File: src/rtl/sdu_pkg.sv
// Shared constants and state encoding for the serial debug unit command parser.
package sdu_pkg;

   localparam logic [7:0] ASC_CR = 8'h0D;
   localparam logic [7:0] ASC_LF = 8'h0A;
   localparam logic [7:0] ASC_SP = 8'h20;

   localparam int MAX_DIGITS_DEF = 8;

   typedef logic [2:0] parse_st_t;

   localparam parse_st_t IDLE    = 3'd0;
   localparam parse_st_t GAP     = 3'd1;
   localparam parse_st_t ARG     = 3'd2;
   localparam parse_st_t TAIL    = 3'd3;
   localparam parse_st_t DISCARD = 3'd4;
   localparam parse_st_t OUT     = 3'd5;

endpackage

File: src/rtl/sdu_hex_decode.sv
// Classifies one received ASCII byte: hex digit value, letter test and upper-case fold.
module sdu_hex_decode (
   input  logic [7:0] d,
   output logic       is_hex,
   output logic [3:0] nibble,
   output logic       is_letter,
   output logic [7:0] upper
);

   logic is_digit;
   logic is_uc;
   logic is_lc;

   assign is_digit  = (d >= 8'h30) && (d <= 8'h39);
   assign is_uc     = (d >= 8'h41) && (d <= 8'h5A);
   assign is_lc     = (d >= 8'h61) && (d <= 8'h7A);
   assign is_letter = is_uc || is_lc;
   assign upper     = is_lc ? (d & 8'hDF) : d;
   assign is_hex    = is_digit || (is_letter && (upper <= 8'h46));
   // 'A'/'a' have bit 6 set and low nibble 1, so adding 9 yields 10..15
   assign nibble    = d[6] ? (d[3:0] + 4'd9) : d[3:0];

endmodule

File: src/rtl/sdu_cmd_parser.sv
// Assembles ASCII lines from the UART receiver into command tokens (letter, hex operand, error).
//
//   state   | meaning
//   IDLE    | waiting for a command letter; spaces and blank lines ignored
//   GAP     | letter seen, skipping spaces before an optional operand
//   ARG     | collecting operand hex digits
//   TAIL    | operand done, only trailing spaces allowed
//   DISCARD | line malformed, swallowing bytes until terminator
//   OUT     | token presented on vld_cmd, receiver stalled
import sdu_pkg::*;

module sdu_cmd_parser #(
   parameter int MAX_DIGITS = MAX_DIGITS_DEF
) (
   input  logic        clk,
   input  logic        rstn,
   input  logic [7:0]  d_rx,
   input  logic        vld_rx,
   output logic        rdy_rx,
   output logic [7:0]  cmd,
   output logic [31:0] arg,
   output logic        has_arg,
   output logic        err,
   output logic        vld_cmd,
   input  logic        rdy_cmd
);

   localparam int            CW      = $clog2(MAX_DIGITS + 1);
   localparam logic [CW-1:0] CNT_MAX = CW'(MAX_DIGITS);

   parse_st_t     state;
   logic [CW-1:0] cnt;

   logic       is_hex;
   logic [3:0] nibble;
   logic       is_letter;
   logic [7:0] upper;
   logic       is_sp;
   logic       is_term;
   logic       acc;

   sdu_hex_decode u_hex_decode (
      .d         (d_rx),
      .is_hex    (is_hex),
      .nibble    (nibble),
      .is_letter (is_letter),
      .upper     (upper)
   );

   assign is_sp   = (d_rx == ASC_SP);
   assign is_term = (d_rx == ASC_CR) || (d_rx == ASC_LF);
   assign rdy_rx  = (state != OUT);
   assign vld_cmd = (state == OUT);
   assign acc     = vld_rx && rdy_rx;

   always_ff @(posedge clk or negedge rstn) begin
      if (!rstn) begin
         state   <= IDLE;
         cnt     <= '0;
         cmd     <= 8'h00;
         arg     <= 32'h0;
         has_arg <= 1'b0;
         err     <= 1'b0;
      end else begin
         case (state)
            IDLE: if (acc && !is_sp && !is_term) begin
               if (is_letter) begin
                  cmd     <= upper;
                  arg     <= 32'h0;
                  has_arg <= 1'b0;
                  cnt     <= '0;
                  state   <= GAP;
               end else begin
                  // no letter yet, so the error token carries a null command
                  cmd     <= 8'h00;
                  arg     <= 32'h0;
                  has_arg <= 1'b0;
                  err     <= 1'b1;
                  state   <= DISCARD;
               end
            end
            GAP: if (acc && !is_sp) begin
               if (is_hex) begin
                  arg     <= {arg[27:0], nibble};
                  has_arg <= 1'b1;
                  cnt     <= CW'(1);
                  state   <= ARG;
               end else if (is_term) begin
                  state   <= OUT;
               end else begin
                  arg     <= 32'h0;
                  has_arg <= 1'b0;
                  err     <= 1'b1;
                  state   <= DISCARD;
               end
            end
            ARG: if (acc) begin
               if (is_hex && (cnt != CNT_MAX)) begin
                  arg   <= {arg[27:0], nibble};
                  cnt   <= cnt + 1'b1;
               end else if (is_sp) begin
                  state <= TAIL;
               end else if (is_term) begin
                  state <= OUT;
               end else begin
                  arg     <= 32'h0;
                  has_arg <= 1'b0;
                  err     <= 1'b1;
                  state   <= DISCARD;
               end
            end
            TAIL: if (acc && !is_sp) begin
               if (is_term) begin
                  state   <= OUT;
               end else begin
                  arg     <= 32'h0;
                  has_arg <= 1'b0;
                  err     <= 1'b1;
                  state   <= DISCARD;
               end
            end
            DISCARD: if (acc && is_term) begin
               state <= OUT;
            end
            OUT: if (rdy_cmd) begin
               err   <= 1'b0;
               state <= IDLE;
            end
            default: state <= IDLE;
         endcase
      end
   end

endmodule

File: config.mk
export PLATFORM = sky130hd
export DESIGN_NAME = sdu_cmd_parser
export DESIGN_NICKNAME = d
export VERILOG_FILES = /design/src/rtl/sdu_pkg.sv /design/src/rtl/sdu_hex_decode.sv /design/src/rtl/sdu_cmd_parser.sv
export SDC_FILE = /design/constraint.sdc
export NUM_CORES = 1
export LEC_CHECK = 0
export ABC_AREA = 1
export CAP_MARGIN = 10
export CORE_MARGIN = 4
export CORE_UTILIZATION = 42
export DETAILED_ROUTE_END_ITERATION = 16
export PLACE_DENSITY = 0.7
export SYNTH_ARGS = -nofsm -noshare
export SYNTH_HDL_FRONTEND = slang
export SYNTH_SLANG_ARGS = --single-unit
File: constraint.sdc
create_clock -name clk -period 3.55 [get_ports clk]
set_input_delay 0.71 -clock clk [delete_from_list [all_inputs] [get_ports clk]]
set_output_delay 0.71 -clock clk [all_outputs]
set_load 0.01 [all_outputs]
==> metrics.csv <==
metric,value,unit
Die W,95.6,um
Synth Area in Adders,2.72,%
height of the die,95.6,um
initial antenna violation count,0,
R2R depth,14,
xor/xnor share of the synthesized area,1.09,%
initial core utilization,43.7,%
first-pass GRT wire length,13200,um
CTS resizes,0,
clock sink count,49,
outcome,finished clean,
DRT Wirelength,7670,um
HPWL after DPL,5570,um
Antenna diodes,0,
Vias/cell,4.88,
Yosys Warn Count,0,
headroom to the max-slew limit,51.7,%
number of global-route vias before repair,2861,
post-route ant nets,0,
hold buffers post-CTS,0,
"leading cell type in the layout, fill and taps excluded",nand2_1,
Synth Area in Compound Gates,5.21,%
Placeable Area,0.00737,mm2
worst setup path startpoint,d_rx[1],
HP Class,in -> async,
final RePlAce weighted congestion,0.953,
CTS tree,yes,
pin count of the biggest net entering global routing,33,
crit share post-route,81.8,%
CP Class,in -> reg,
drt drc,0,
min Tclk post-route,2.90,ns
cell area after layout,0.00389,mm2
row count,31,
Overall Global Routing Usage,18.0,%
startpoint types,input pin,
Final Instance Count excl. Fillers,615,
Final nets,534,
"Max FO, Critical Path",32,
placed inst area,0.00380,mm2
Crit path required time,3.77,ns
Clock Tree Buf Depth,2,
initial DRC count,209,
mux contribution to synthesized area,0,%
clk slew on worst S/H paths,0.10,ns
I/O Pins,56,
sequential area share after synthesis,38.1,%
CTS buffer count,5,
VDD IR max,0.235,mV
Fin. Hold Viols,0,
RR Startpoint,state[0],
die area,0.00913,mm2
"Core Util, Final",52.8,%
worst setup margin,0.648,ns
Post-synth top flop,dfrtp_1,
area grow syn2layout,20.8,%
routed vias,3003,
PD cells,441,mW/mm2
ys async rst share,100,%
Routed wire per std cell,12.5,um
Pleak,2.00,nW
Yosys reg bits,49,
RSZ-0062 raised after global routing,no,
setup_tns,0,ns
Cells after Synth,464,
Post-Synthesis Cell Area,0.00322,mm2
H-tree depth,2,
fmax,345,MHz
Post-synth EDFFs,0,
critical path arrival,3.12,ns
Final Power,1.72,mW
Inst Count DP,607,
Synth Area in Simple Gates,44.2,%
DRT Pass-1 Iters,4,
filler instances,739,
Syn Nets,483,
worst-skew pair later-pin latency,0.31,ns
mean post-synth cell area,6.94,um2
share of layout cells above drive strength 1,9.88,%
Hold Slack,0.442,ns
Final Slew Violations,0,
main combinational cell family by area after synthesis,simple AND/OR/NAND/NOR gates,
most frequent cells in the layout,"227 x nand2_1, 54 x clkdlybuf4s50_1, 49 x dfrtp_1, 40 x nand3_1, 35 x inv_1",
CP Capture Type,register,
skew final,0.0127,ns
IO buf count,55,
setup repair bufs after CTS,0,
Tightest Pin Transition,0.725,ns
post-place setup slack,0.330,ns
max_cap viols,0,
clock root buffer,clkbuf_8,
Overflow after GRT,0,
"Distinct cells, synth",37,
final setup fails,0,
critical path: stages:
cell and delay [ns]:
clkdlybuf4s50_1 0.58, inv_1 0.15, ha_1 0.25, inv_1 0.08
nand4_1 0.12, nand2_1 0.08, nand2_1 0.06, nand2_2 0.08
nand2_2 0.13, nand2_2 0.14, nand2_4 0.08, nand2_2 0.11
nand2_4 0.21, nand2_1 0.13, nand3_1 0.08, nand2_1 0.06
nand2_1 0.05
state kept, by name, indices dropped and copies added (netlist names):
register,cells
arg,32
cmd,8
cnt,4
state,3
err,1
has_arg,1
path summary, 6_finish.rpt:
path                          end  slack (ns)
max                        arg[0]        0.65
min                        cmd[4]        0.44
max reg2reg                arg[1]        1.41
min reg2reg                cmd[7]        0.47
max in group asynchronous  arg[2]        2.37
min in group clk           cmd[7]        0.47
cell type report:
class                      count  area, um2  share of cell area (%)
multi-input combinational    358       1710                    44.0
sequential                    49       1230                    31.5
timing repair buffer          60        583                    15.0
inverter                      41        155                    3.99
tap                           99        124                    3.18
clock buffer                   5       68.8                    1.77
clock inverter                 3       21.3                   0.547
cell usage after synthesis (3+ instances only):
cell	instances	area, um2
a21oi_1	4	20.0
buf_4	5	37.5
buf_6	3	33.8
clkbuf_1	4	15.0
dfrtp_1	49	1230
ha_1	7	87.6
inv_1	35	131
inv_2	4	15.0
nand2_1	227	852
nand2_2	10	62.6
nand2_4	3	33.8
nand3_1	40	200
nand3_2	3	30.0
nor2_1	22	82.6
nor2_2	5	31.3
o21ai_0	13	65.1
xor2_1	4	35.0
logic make-up after synthesis:
group,count (synthesis)
AOI/OAI and AO/OA,23
adders and majority gates,7
xor gates and xnor gates,4
buffers and inverters,57
and+or+nand+nor,324
DFF,49
metal layers:
metal  up-vias  global-route usage [%]  wire length, um
li1       1540                       -                -
met1      1376                    24.5             3600
met2        76                    29.1             3600
met3        11                    3.31              345
met4         0                    5.45              129
met5         -                       0                0
where the power goes:
group	switching [mW]	internal [mW]
Clock	0.201	0.140
Combinational	0.488	0.238
Sequential	0.0427	0.606
Total	0.732	0.985
Note: power is estimated with default switching activity, not from simulation.
